===== src/rtl/dac_spi_frame_rx.sv =====
// SPI responder for the slow-DAC link: oversamples SYNC/SCLK/MOSI, decodes
// {cmd, addr, data} frames and models the DAC's per-channel input/output registers.
module dac_spi_frame_rx #(
  parameter int unsigned          NCH      = 8,
  parameter int unsigned          DATA_W   = 16,
  parameter logic [DATA_W-1:0]    INIT_VAL = 16'h8000
) (
  input  logic                    clk,
  input  logic                    rst,
  input  logic                    spi_sync,
  input  logic                    spi_sclk,
  input  logic                    spi_mosi,
  output logic [NCH*DATA_W-1:0]   dac_val,
  output logic                    upd_stb,
  output logic [NCH-1:0]          upd_mask,
  output logic [DATA_W+7:0]       last_frame,
  output logic [15:0]             frame_cnt,
  output logic [7:0]              err_cnt,
  output logic                    busy
);

  localparam int unsigned FW = DATA_W + 8;
  localparam int unsigned CW = $clog2(FW + 2);

  typedef enum logic [1:0] {S_IDLE, S_SHIFT, S_COMMIT, S_ERROR} state_t;

  state_t            state_q, state_d;
  logic              sync_m_q, sync_s_q, sync_q;
  logic              sclk_m_q, sclk_s_q, sclk_q;
  logic              mosi_m_q, mosi_s_q;
  logic [FW-1:0]     sreg_q, sreg_d;
  logic [CW-1:0]     bitcnt_q, bitcnt_d;
  logic [DATA_W-1:0] in_q  [NCH];
  logic [DATA_W-1:0] in_d  [NCH];
  logic [DATA_W-1:0] out_q [NCH];
  logic [DATA_W-1:0] out_d [NCH];
  logic              upd_stb_q, upd_stb_d;
  logic [NCH-1:0]    upd_mask_q, upd_mask_d;
  logic [FW-1:0]     last_frame_q, last_frame_d;
  logic [15:0]       frame_cnt_q, frame_cnt_d;
  logic [7:0]        err_cnt_q, err_cnt_d;
  logic              busy_q, busy_d;

  logic              sync_fall, sync_rise, sclk_fall;
  logic [3:0]        cmd, addr;
  logic [DATA_W-1:0] data;
  logic [NCH-1:0]    sel;

  assign sync_fall = sync_q & ~sync_s_q;
  assign sync_rise = ~sync_q & sync_s_q;
  assign sclk_fall = sclk_q & ~sclk_s_q;

  assign cmd  = sreg_q[FW-1 -: 4];
  assign addr = sreg_q[FW-5 -: 4];
  assign data = sreg_q[DATA_W-1:0];

  always_comb begin
    sel = '0;
    for (int unsigned n = 0; n < NCH; n++) begin
      sel[n] = (addr == 4'hF) || (32'(addr) == n);
    end
  end

  always_comb begin
    state_d      = state_q;
    sreg_d       = sreg_q;
    bitcnt_d     = bitcnt_q;
    in_d         = in_q;
    out_d        = out_q;
    upd_stb_d    = 1'b0;
    upd_mask_d   = '0;
    last_frame_d = last_frame_q;
    frame_cnt_d  = frame_cnt_q;
    err_cnt_d    = err_cnt_q;
    busy_d       = busy_q;

    case (state_q)
      S_IDLE: begin
        if (sync_fall) begin
          state_d  = S_SHIFT;
          busy_d   = 1'b1;
          bitcnt_d = '0;
          // An SCLK fall coincident with the SYNC fall is the frame's first bit.
          if (sclk_fall) begin
            sreg_d   = {sreg_q[FW-2:0], mosi_s_q};
            bitcnt_d = CW'(1);
          end
        end
      end
      S_SHIFT: begin
        if (sync_rise) begin
          state_d = (32'(bitcnt_q) == FW) ? S_COMMIT : S_ERROR;
        end else if (sclk_fall) begin
          sreg_d = {sreg_q[FW-2:0], mosi_s_q};
          if (32'(bitcnt_q) < FW + 1) bitcnt_d = bitcnt_q + CW'(1);
        end
      end
      S_COMMIT: begin
        state_d      = S_IDLE;
        busy_d       = 1'b0;
        last_frame_d = sreg_q;
        frame_cnt_d  = frame_cnt_q + 16'd1;
        case (cmd)
          4'h0: begin
            for (int unsigned n = 0; n < NCH; n++) if (sel[n]) in_d[n] = data;
          end
          4'h1: begin
            for (int unsigned n = 0; n < NCH; n++) if (sel[n]) out_d[n] = in_q[n];
            upd_stb_d  = |sel;
            upd_mask_d = sel;
          end
          4'h2: begin
            // Load then update-all: every output takes the freshly written input bank.
            if (|sel) begin
              for (int unsigned n = 0; n < NCH; n++) begin
                in_d[n]  = sel[n] ? data : in_q[n];
                out_d[n] = in_d[n];
              end
              upd_stb_d  = 1'b1;
              upd_mask_d = '1;
            end
          end
          4'h3: begin
            for (int unsigned n = 0; n < NCH; n++) begin
              if (sel[n]) begin
                in_d[n]  = data;
                out_d[n] = data;
              end
            end
            upd_stb_d  = |sel;
            upd_mask_d = sel;
          end
          default: ;
        endcase
      end
      S_ERROR: begin
        state_d = S_IDLE;
        busy_d  = 1'b0;
        if (err_cnt_q != 8'hFF) err_cnt_d = err_cnt_q + 8'd1;
      end
      default: state_d = S_IDLE;
    endcase
  end

  always_ff @(posedge clk) begin
    if (rst) begin
      state_q      <= S_IDLE;
      // Synchronisers clear low so a SYNC held low through reset is not seen as a fall.
      sync_m_q     <= 1'b0;
      sync_s_q     <= 1'b0;
      sync_q       <= 1'b0;
      sclk_m_q     <= 1'b0;
      sclk_s_q     <= 1'b0;
      sclk_q       <= 1'b0;
      mosi_m_q     <= 1'b0;
      mosi_s_q     <= 1'b0;
      sreg_q       <= '0;
      bitcnt_q     <= '0;
      for (int unsigned n = 0; n < NCH; n++) begin
        in_q[n]  <= INIT_VAL;
        out_q[n] <= INIT_VAL;
      end
      upd_stb_q    <= 1'b0;
      upd_mask_q   <= '0;
      last_frame_q <= '0;
      frame_cnt_q  <= '0;
      err_cnt_q    <= '0;
      busy_q       <= 1'b0;
    end else begin
      state_q      <= state_d;
      sync_m_q     <= spi_sync;
      sync_s_q     <= sync_m_q;
      sync_q       <= sync_s_q;
      sclk_m_q     <= spi_sclk;
      sclk_s_q     <= sclk_m_q;
      sclk_q       <= sclk_s_q;
      mosi_m_q     <= spi_mosi;
      mosi_s_q     <= mosi_m_q;
      sreg_q       <= sreg_d;
      bitcnt_q     <= bitcnt_d;
      in_q         <= in_d;
      out_q        <= out_d;
      upd_stb_q    <= upd_stb_d;
      upd_mask_q   <= upd_mask_d;
      last_frame_q <= last_frame_d;
      frame_cnt_q  <= frame_cnt_d;
      err_cnt_q    <= err_cnt_d;
      busy_q       <= busy_d;
    end
  end

  always_comb begin
    dac_val = '0;
    for (int unsigned n = 0; n < NCH; n++) dac_val[n*DATA_W +: DATA_W] = out_q[n];
  end

  assign upd_stb    = upd_stb_q;
  assign upd_mask   = upd_mask_q;
  assign last_frame = last_frame_q;
  assign frame_cnt  = frame_cnt_q;
  assign err_cnt    = err_cnt_q;
  assign busy       = busy_q;

endmodule


===== config.mk =====
export PLATFORM = sky130hd
export DESIGN_NAME = dac_spi_frame_rx
export DESIGN_NICKNAME = d
export VERILOG_FILES = /design/src/rtl/dac_spi_frame_rx.sv
export SDC_FILE = /design/constraint.sdc
export NUM_CORES = 1
export LEC_CHECK = 0
export ABC_AREA = 1
export CAP_MARGIN = 10
export CORE_MARGIN = 5
export CORE_UTILIZATION = 40
export DETAILED_ROUTE_END_ITERATION = 16
export MAX_ROUTING_LAYER = met4
export PLACE_DENSITY_LB_ADDON = 0.1
export RECOVER_POWER = 100
export SLEW_MARGIN = 20
export SYNTH_ARGS = -nofsm -noshare
export SYNTH_HDL_FRONTEND = slang
export SYNTH_SLANG_ARGS = --single-unit

===== constraint.sdc =====
create_clock -name clk -period 3.1 [get_ports clk]
set_clock_uncertainty 0.1 [all_clocks]
set_input_delay 0.62 -clock clk [delete_from_list [all_inputs] [get_ports clk]]
set_output_delay 0.62 -clock clk [all_outputs]
set_load 0.005 [all_outputs]

# Yosys cells after proc, flatten, opt, wreduce, memory -nomap -nowiden
# Index checks and enable logic that the tools add are counted.
# classes
n_addsub	3
n_lt_le_gt_ge	1
eq_ne	38
n_mux	47
bitwise	7
n_reduce_logical	34
# ops
operator	n
$mux 16	24
$pmux 128 s3	1
$pmux 128 s2	1
$mux 128	1
$mux 24	3
$pmux 24 s2	1
$reduce_and 5->1	9
$ne 2x2->1 const B	22
$mux 5	4
$add 16x1->16 const B	1
$eq 4x2->1 const B	4
$eq 4x3->1 const B	4
$pmux 8 s2	1
$pmux 5 s2	1
$add 8x1->8 const B	1
$eq 4x1->1 const B	2
$logic_not 4->1	2
$logic_or 1x1->1	8
$mux 8	1
$ne 8x8->1 const B	1
$reduce_or 2->1	4
$reduce_or 8->1	1
$pmux 2 s3	1
$reduce_and 2->1	3
other kinds (15)	29
# totals
regBits	353
input_bits	5
output_inout_bits	186
elab_cells	163

# Longest topological paths before layout
# Gate-level depths: netlist of run 1.
# depth
word_depth	5
ltp_mapped	12

# Worst setup path before layout of run 1
# Ideal clock, no wire load.
# synth_timing
kind	input to register
from	input port rst
to	register in_q[111] (netlist bit)
t_arrival_ps	1573
t_required_ps	2862
setup_slack_ps	1289
cell_stages	5
path_buffers	3
cell_sequence	inv_1 > clkbuf_1 > clkbuf_1 > clkbuf_1 > o211ai_1
# synth_rtl
item	line	source
from (decl)	9	input logic rst,
to (signal assigned)	181	in_q <= in_d;
to (decl)	33	logic [DATA_W-1:0] in_q [NCH];
# No word-level cell between the ends.

==> run_results.csv, run 1 <==
group,metric,value,unit
outcome,status,"finished, violations left",
outcome,violations,"capacitance limit, slew limit",
finish,drive_above_1_share,4.73,%
power,p_total,9.45,mW
floorplan,start_util,40.6,%
clocking,postCtsSetupBuffers,0,
placement,gp_congestion,0.864,
drt,drc,0,
placement,portBuffers,190,
run,drv_cap,2,
logic_synthesis,synth_top_area_cell,"dfxtp_1",
logic_synthesis,synth_top_area_share,40.3,%
logic_synthesis,syn-num-nets,2792,
clocking,htreeDepth,2,
worst_setup_path,worst_ep_required_time,3.48,ns
logic_synthesis,yosysUniqueCellTypes,32,
timing,fin_tns_setup,0,ns
worst_setup_path,r2r_start,"sreg_q[16]",
timing,hold_viol,0,
power,power_frac_clock,47.5,%
clocking,clockRootBuffer,"clkbuf_16",
worst_setup_path,cp.arrival,3.15,ns
power,leakage,9.80,nW
drt,via_per_inst,5.12,
hold_path,hold_path.class,"reg -> reg",
timing,slew_viol_final,110,
logic_synthesis,synth_ff_type,"dfxtp_1",
power,swShare,23.3,%
clocking,clock_path_buffers,3,
drt,drt_iter0_markers,2066,
clocking,ctsResizeCount,0,
placement,dpl.cell_count,3452,
timing,max_freq,360,MHz
worst_setup_path,cp_max_fo,80,
finish,fillers,4457,
timing,max_slew.worst_pin.slew,1.94,ns
power,seq_power_share,48.7,%
finish,most-common-layout-cells,"nand2_1, nor2_1, inv_1",
timing,setup_ws,0.324,ns
timing,period_needed,2.78,ns
floorplan,rows,76,
floorplan,dieHeight,219,um
power,power_switching,2.21,mW
worst_setup_path,reg2reg_depth,10,
drt,drtAntennaViolNets,0,
logic_synthesis,ys_warn_count,0,
clocking,clk_pin_slew,0.06,ns
global_routing,grt_pass1_vias,16496,
hold_path,hold_start,"sclk_m_q",
worst_setup_path,critPathLaunchType,"input pin",
floorplan,fp.dieArea,0.0481,mm^2
placement,dp_hpwl,38.6,mm
floorplan,fp.dieW,219,um
worst_setup_path,r2r-end,"dac_val[60]",
timing,period_share,89.6,%
worst_setup_path,worstSetupPathType,"in -> reg",
global_routing,grt_use_total,25.4,%
timing,rsz0062_at_grt,"no",
global_routing,grt_pass1_wl,94.0,mm
clocking,cts_tree,"yes",
drt,routed_wirelength,61.4,mm
worst_setup_path,crit_path_end_kind,"register",
logic_synthesis,syn_area_per_cell,6.29,um^2
power,pwr-share-comb,3.8,%
logic_synthesis,synth_seq_area_share,40.3,%
timing,max-slew-margin-rel,-29.5,%
logic_synthesis,ys_seq_elements,353,
floorplan,pin_count,191,
global_routing,grt_max_degree,173,
floorplan,core_area,0.0432,mm^2
clocking,cts_buffers,40,
finish,layout.nets,2919,
finish,layout.cells.non_filler,3525,
power,intPower,7.25,mW
finish,areaGrowthSynthToFinish,20.5,%
logic_synthesis,synth_edf_count,0,
logic_synthesis,async_flop_share,0,%
drt,vias,18062,
logic_synthesis,syn-cell-area,0.0175,mm^2
logic_synthesis,ys_top_cells_by_area,"dfxtp_1, nand2_1, nor2_1",
timing,setup_viol,0,
drt,avgRoutedWirePerCell,17.4,um
global_routing,grt_overflow,0,
global_routing,antenna_found_initial,0,
clocking,hold_buffers,0,
finish,mostFrequentLayoutCell,"nand2_1",
hold_path,holdPathStages,2,
worst_setup_path,ff2ff_setup_slack,0.38,ns
clocking,cts_sinks,353,
placement,place_ws,0.561,ns
clocking,clk-insertion-delay-late,0.57,ns
hold_path,worstHoldEndpoint,"sclk_s_q",
logic_synthesis,synthCells,2783,
power,worst_ir_drop_vdd,0.296,mV
drt,drtPass1Iterations,6,
power,power.density,448,mW/mm^2
==> worst max-delay path: stages <==
cell and delay [ns]:
dlygate4sd3_1 0.59, clkinvlp_2 0.17, clkbuf_2 1.19, o21ai_0 0.28
a21oi_1 0.21
==> through the flow <==
| step | hold slack [ns] | utilization, % | area, um^2 |
|---|---|---|---|
| floorplan | 0.288 | - | 17500 |
| global placement | 0.305 | 46.2 | 19900 |
| detailed placement | 0.305 | 46.2 | 19900 |
| CTS | 0.313 | 49.0 | 21100 |
| global route | 0.328 | 48.9 | 21100 |
| finish | 0.306 | 48.9 | 21100 |
==> worst max path at each step <==
stage | startpoint | to | slack [ns] | cells after the start
CTS | sreg_q[23] | dac_val[40] | 0.55 | 9
global route | rst | last_frame[5] | 0.15 | 5
global placement | rst | upd_mask[1] | 0.58 | 6
finish | rst | err_cnt[0] | 0.32 | 5
detailed placement | sreg_q[23] | dac_val[42] | 0.56 | 9
floorplan | rst | in_q[111] | 1.29 | 5
==> final cells by class <==
cell class | count | area [um^2] | area share, %
multi-input combinational | 1871 | 8240 | 39.0
timing repair buffer | 248 | 2380 | 11.3
tap | 585 | 732 | 3.47
clock buffer | 62 | 1160 | 5.52
clock inverter | 7 | 37.5 | 0.178
sequential | 353 | 7070 | 33.5
antenna | 3 | 7.51 | 0.0356
inverter | 396 | 1490 | 7.05
==> cells by family after synthesis <==
logic type	share of synthesized area, %
AOI/OAI and AO/OA	14.4
xor gates and xnor gates	0.350
adders and majority gates	0.286
buffers and inverters	12.5
DFF	40.3
and+or+nand+nor	32.1
==> layer usage <==
layer	wire, um	GRT usage, %	vias to the layer above
met5	0	-	-
li1	-	-	8966
met2	26900	38.4	711
met1	27200	34.5	8240
met4	2460	10.4	0
met3	4850	3.31	145
==> power groups by stage <==
stage | combinational (mW) | sequential (mW) | clock (mW)
finish | 0.361 | 4.60 | 4.49
global route | 0.398 | 4.60 | 4.79
CTS | 0.360 | 4.60 | 4.59
detailed placement | 0.358 | 4.70 | 0
global placement | 0.354 | 4.70 | 0
floorplan | 0.246 | 4.69 | 0
==> synth_stat cells, drive strengths merged (2+ instances only) <==
| master | instances |
|---|---|
| o21ai | 308 |
| inv | 379 |
| clkinv | 17 |
| a211oi | 2 |
| xor2 | 4 |
| o211ai | 7 |
| buf | 74 |
| nor2 | 433 |
| clkbuf | 89 |
| nor3 | 6 |
| nand4 | 7 |
| nand3b | 17 |
| a21oi | 180 |
| nor4 | 5 |
| xnor2 | 3 |
| ha | 4 |
| nand2 | 637 |
| dfxtp | 353 |
| nand3 | 254 |
==> sequential cells by signal, summed over array words and instances, names as in the netlist, 2 cells and up <==
register	count
bitcnt_q	5
dac_val	128
err_cnt	8
frame_cnt	16
in_q	128
last_frame	24
sreg_q	24
state_q	2
upd_mask	8
No activity file was read; power rests on OpenSTA's default activity.
==> run 2: changes to the inputs <==
--- a/config.mk
+++ b/config.mk
@@ -5,11 +5,11 @@
 export SDC_FILE = /design/constraint.sdc
 export NUM_CORES = 1
 export LEC_CHECK = 0
-export ABC_AREA = 1
 export CAP_MARGIN = 10
 export CORE_MARGIN = 5
 export CORE_UTILIZATION = 40
 export DETAILED_ROUTE_END_ITERATION = 16
+export GPL_ROUTABILITY_DRIVEN = 0
 export MAX_ROUTING_LAYER = met4
 export PLACE_DENSITY_LB_ADDON = 0.1
 export RECOVER_POWER = 100
==> constraint.sdc (replaced) <==
create_clock -name clk -period 2.7 [get_ports clk]
set_clock_uncertainty 0.1 [all_clocks]
set_input_delay 0.54 -clock clk [delete_from_list [all_inputs] [get_ports clk]]
set_output_delay 0.54 -clock clk [all_outputs]
set_load 0.005 [all_outputs]
==> run 2 against run 1 <==
Effect of this change: the run still ends with capacitance limit, slew limit left; synthesized cell count shrank 44%; combinational power shrank 66%; design area shrank 15%; area after synthesis shrank 18%; largest cell class is now registers.
==> run_results.csv, run 2 <==
group,metric,value,unit
logic_synthesis,syn-cell-area,0.0144,mm^2
global_routing,grt_use_total,19.7,%
drt,drt_iter0_markers,766,
timing,setup_ws,0.217,ns
placement,dp_hpwl,25.6,mm
timing,hold_viol,0,
clocking,postCtsSetupBuffers,0,
worst_setup_path,worstSetupPathType,"reg -> reg",
drt,drtPass1Iterations,5,
logic_synthesis,synth_top_area_share,49.0,%
power,leakage,7.34,nW
power,power_frac_clock,48.6,%
worst_setup_path,critPathLaunchType,"register",
timing,max_freq,403,MHz
finish,areaGrowthSynthToFinish,24.2,%
power,power_switching,2.16,mW
clocking,ctsResizeCount,0,
finish,mostFrequentLayoutCell,"dfxtp_1",
clocking,hold_buffers,0,
global_routing,grt_max_degree,102,
worst_setup_path,worst_ep_required_time,2.99,ns
power,seq_power_share,50.2,%
timing,setup_viol,0,
timing,slew_viol_final,72,
clocking,clk-insertion-delay-late,0.52,ns
worst_setup_path,ff2ff_setup_slack,0.22,ns
drt,avgRoutedWirePerCell,17.9,um
global_routing,antenna_found_initial,0,
finish,layout.cells.non_filler,2201,
logic_synthesis,yosys-top-cells-count,"dfxtp_1, nor2_1, nand2_1, mux2i_1, a211oi_1",
clocking,cts_buffers,40,
placement,place_ws,0.253,ns
finish,drive_above_1_share,8.85,%
placement,dpl.cell_count,2131,
global_routing,grt_pass1_wl,61.0,mm
power,worst_ir_drop_vdd,0.343,mV
drt,drtAntennaViolNets,0,
worst_setup_path,crit_path_end_kind,"register",
hold_path,hold_path.class,"reg -> reg",
logic_synthesis,synthCells,1565,
logic_synthesis,yosysUniqueCellTypes,61,
finish,num_antenna_cells,0,
floorplan,pin_count,191,
global_routing,grt_overflow,0,
logic_synthesis,ys_seq_elements,353,
power,pwr-share-comb,1.2,%
logic_synthesis,ys_top_cells_by_area,"dfxtp_1, mux2i_1, nor2_1",
worst_setup_path,cp_max_fo,32,
logic_synthesis,syn_area_per_cell,9.21,um^2
floorplan,start_util,40.5,%
outcome,violations,"capacitance limit, slew limit",
global_routing,grt_pass1_vias,10628,
clocking,cts_sinks,353,
floorplan,rows,69,
timing,fin_tns_setup,0,ns
drt,routed_wirelength,39.4,mm
clocking,clockRootBuffer,"clkbuf_16",
power,power.density,580,mW/mm^2
timing,max-slew-margin-rel,-14.1,%
finish,most-common-layout-cells,"dfxtp_1, nor2_1, nand2_1",
timing,period_share,91.9,%
placement,portBuffers,190,
power,swShare,20.8,%
logic_synthesis,async_flop_share,0,%
logic_synthesis,synth_seq_area_share,49.0,%
drt,vias,11254,
worst_setup_path,cp.arrival,2.77,ns
floorplan,dieHeight,200,um
timing,rsz0062_at_grt,"no",
clocking,clock_path_buffers,3,
timing,whs,0.332,ns
logic_synthesis,syn-num-nets,1574,
drt,drc,0,
logic_synthesis,synth_edf_count,0,
timing,max_slew.worst_pin.slew,1.71,ns
power,intPower,8.23,mW
floorplan,fp.dieArea,0.0399,mm^2
run,drv_cap,1,
logic_synthesis,synth_top_area_cell,"dfxtp_1",
drt,via_per_inst,5.11,
floorplan,fp.dieW,200,um
finish,layout.nets,1721,
outcome,status,"finished, violations left",
logic_synthesis,ys_warn_count,0,
floorplan,core_area,0.0356,mm^2
clocking,htreeDepth,2,
logic_synthesis,yosysMostFrequentCell,"dfxtp_1",
clocking,clk_pin_slew,0.06,ns
timing,period_needed,2.48,ns
clocking,cts_tree,"yes",
logic_synthesis,synth_ff_type,"dfxtp_1",
-- run 2: stage by stage --
stage | total power [mW] | util [%] | area, um^2
6_report | 10.4 | 50.4 | 17900
4_1_cts | 10.5 | 50.6 | 18000
2_1_floorplan | 5.42 | - | 14400
5_1_grt | 10.8 | 50.4 | 17900
3_3_place_gp | 5.46 | 47.2 | 16800
3_5_place_dp | 5.46 | 47.2 | 16800
-- run 2: final cells by class --
| type | count | area (um^2) |
|---|---|---|
| well taps | 461 | 577 |
| multi-input cells | 1054 | 6630 |
| inverters | 13 | 48.8 |
| fillers | 3401 | 17700 |
| clock inverters | 5 | 32.5 |
| repair buffers | 250 | 2370 |
| flip-flops and latches | 353 | 7070 |
| clock buffers | 65 | 1190 |
-- run 2: worst max-delay path, cell delays in order (launching register included) --
cell       delay, ns
dfxtp_1         0.31
or4b_4          0.63
a2111oi_4       0.51
a31o_4          0.44
nor2_1          0.08
a311oi_1        0.26
-- run 2: cells by family after synthesis --
family / share of synthesized area, %
compound gates: 13.6
fa+ha+maj: 0.347
mux: 14.0
xor+xnor: 1.15
buf+inv: 5.17
simple gates: 16.7
flops: 49.0
-- run 2: routing by layer --
| metal | global-route usage [%] | vias up | part of all wire, % |
|---|---|---|---|
| li1 | - | 5675 | - |
| met1 | 27.0 | 5334 | 47 |
| met2 | 30.9 | 207 | 47 |
| met3 | 3.98 | 38 | 5.3 |
| met4 | 3.60 | 0 | 1.2 |
| met5 | - | - | 0 |
-- run 2: final timing paths --
kind                                  from     endpoint  cells after the start
worst min register to register    mosi_m_q     mosi_s_q                      1
worst max register to register  state_q[0]  dac_val[94]                      5
worst min-delay path              mosi_m_q     mosi_s_q                      1
worst max-delay path            state_q[0]  dac_val[94]                      5
-- run 2: power groups by stage --
stage / clock network, mW / registers (mW) / logic [mW]
after floorplan: 0 / 5.33 / 0.0889
after global placement: 0 / 5.33 / 0.127
after detailed placement: 0 / 5.33 / 0.127
after CTS: 5.19 / 5.22 / 0.127
after global routing: 5.42 / 5.22 / 0.133
final: 5.06 / 5.22 / 0.122
==> run 3: changes to the inputs <==
--- a/config.mk
+++ b/config.mk
@@ -6,8 +6,11 @@
 export NUM_CORES = 1
 export LEC_CHECK = 0
 export CAP_MARGIN = 10
+export CELL_PAD_IN_SITES_DETAIL_PLACEMENT = 1
+export CELL_PAD_IN_SITES_GLOBAL_PLACEMENT = 1
 export CORE_MARGIN = 5
 export CORE_UTILIZATION = 40
+export CTS_CLUSTER_SIZE = 40
 export DETAILED_ROUTE_END_ITERATION = 16
 export GPL_ROUTABILITY_DRIVEN = 0
 export MAX_ROUTING_LAYER = met4
==> run 3 against run 2 <==
Effect of this change: largest cell class unchanged; highest routed layer unchanged; the run still ends with capacitance limit, slew limit left; final cell count is 0.32% higher; clock power is 6.1% higher; register-to-register slack worse by 0.04 ns; total power is 3.1% higher.
==> run_results.csv, run 3 (synthesis gave the netlist of run 2 again) <==
group,metric,value,unit
timing,period_share,93.3,%
floorplan,fp.dieArea,0.0399,mm^2
clocking,cts_buffers,39,
floorplan,dieHeight,200,um
finish,fin_area,0.0180,mm^2
floorplan,fp.dieW,200,um
clocking,clk_pin_slew,0.06,ns
worst_setup_path,crit_path_top_delay_cell,"or4b_4",
global_routing,grt_pass1_vias,11833,
clocking,clockRootBuffer,"clkbuf_16",
clocking,clock_path_buffers,3,
floorplan,pin_count,191,
placement,place_ws,0.172,ns
clocking,htreeDepth,2,
placement,dp_hpwl,27.9,mm
power,power.density,595,mW/mm^2
drt,avgRoutedWirePerCell,19.3,um
floorplan,rows,69,
worst_setup_path,max_stage_delay,0.61,ns
timing,max-slew-margin-rel,-11.0,%
drt,via_per_inst,5.25,
worst_setup_path,crit_path_end_kind,"register",
global_routing,antenna_found_initial,0,
outcome,status,"finished, violations left",
timing,rsz0062_at_grt,"no",
clocking,cts_sinks,353,
finish,num_antenna_cells,0,
drt,drtAntennaViolNets,0,
floorplan,core_area,0.0356,mm^2
drt,drtPass1Iterations,4,
run,drv_cap,1,
finish,areaGrowthSynthToFinish,24.9,%
global_routing,grt_pass1_wl,66.6,mm
hold_path,hold_path.class,"in -> reg",
finish,utilization,50.6,%
timing,hold_viol,0,
worst_setup_path,worstSetupPathType,"reg -> reg",
finish,layout.nets,1727,
global_routing,grt_max_degree,78,
finish,drive_above_1_share,9.44,%
worst_setup_path,crit_path_cell_trace,"or4b_4, a21oi_1, buf_4, nand2_2, a211o_1",
clocking,clk-insertion-delay-late,0.52,ns
clocking,ctsResizeCount,0,
placement,portBuffers,190,
power,worst_ir_drop_vdd,0.478,mV
clocking,postCtsSetupBuffers,0,
global_routing,grt_use_total,21.4,%
drt,vias,11598,
finish,mostFrequentLayoutCell,"dfxtp_1",
timing,setup_viol,0,
drt,routed_wirelength,42.5,mm
worst_setup_path,critPathLaunchType,"register",
clocking,hold_buffers,0,
timing,setup_ws,0.181,ns
drt,drt_iter0_markers,420,
global_routing,grt_overflow,0,
timing,max_freq,397,MHz
timing,period_needed,2.52,ns
timing,fin_tns_setup,0,ns
timing,max_slew.worst_pin.slew,1.66,ns
placement,dpl-instance-area,0.0168,mm^2
finish,most-common-layout-cells,"dfxtp_1, nor2_1, nand2_1",
worst_setup_path,worst_ep_required_time,3.00,ns
power,p_total,10.7,mW
worst_setup_path,cp_max_fo,17,
outcome,violations,"capacitance limit, slew limit",
worst_setup_path,cp.arrival,2.82,ns
clocking,cts_tree,"yes",
timing,slew_viol_final,38,
floorplan,start_util,40.5,%
drt,drc,0,
power,leakage,7.42,nW
==> run 3: area by class of cell <==
| type | count | area (um^2) |
|---|---|---|
| clock buffers | 60 | 1200 |
| clock inverters | 10 | 103 |
| fillers | 4076 | 17600 |
| inverters | 13 | 48.8 |
| multi-input cells | 1054 | 6600 |
| flip-flops and latches | 353 | 7070 |
| well taps | 461 | 577 |
| repair buffers | 257 | 2410 |
==> run 3: report_power, final <==
part	total [mW]	switching [mW]	internal (mW)	leakage, nW
clock	5.37	2.13	3.24	0.644
sequential	5.22	0.00254	5.21	2.84
combinational	0.128	0.103	0.0256	3.93
==> run 3: critical path: cells and delay by family (launching register included) <==
| kind | cells | cell delay (ns) |
|---|---|---|
| and+or+nand+nor | 2 | 0.92 |
| AOI/OAI and AO/OA | 2 | 0.83 |
| DFF | 1 | 0.32 |
| buffers and inverters | 1 | 0.24 |
==> run 3: metal layers <==
metal	track usage (%)	part of all wire [%]	vias up	wire length, um
li1	-	-	5682	-
met1	28.3	46	5666	19500
met2	35.1	48	193	20300
met3	3.51	4.8	57	2060
met4	3.95	1.5	0	658
met5	-	0	-	0
==> run 3: path summary, 6_finish.rpt <==
path	endpoint	from	slack [ns]	depth (start not counted)
min reg2reg	sreg_q[0]	mosi_s_q	0.34	2
min	in_q[1]	rst	0.33	2
max	in_q[127]	state_q[0]	0.18	5
max reg2reg	in_q[127]	state_q[0]	0.18	5
==> run 3: stage by stage <==
step | hold slack [ns] | std cells
final | 0.333 | 2208
after floorplan | 0.314 | 1565
after detailed placement | 0.333 | 2138
after CTS | 0.345 | 2208
after global placement | 0.324 | 2138
after global routing | 0.363 | 2208
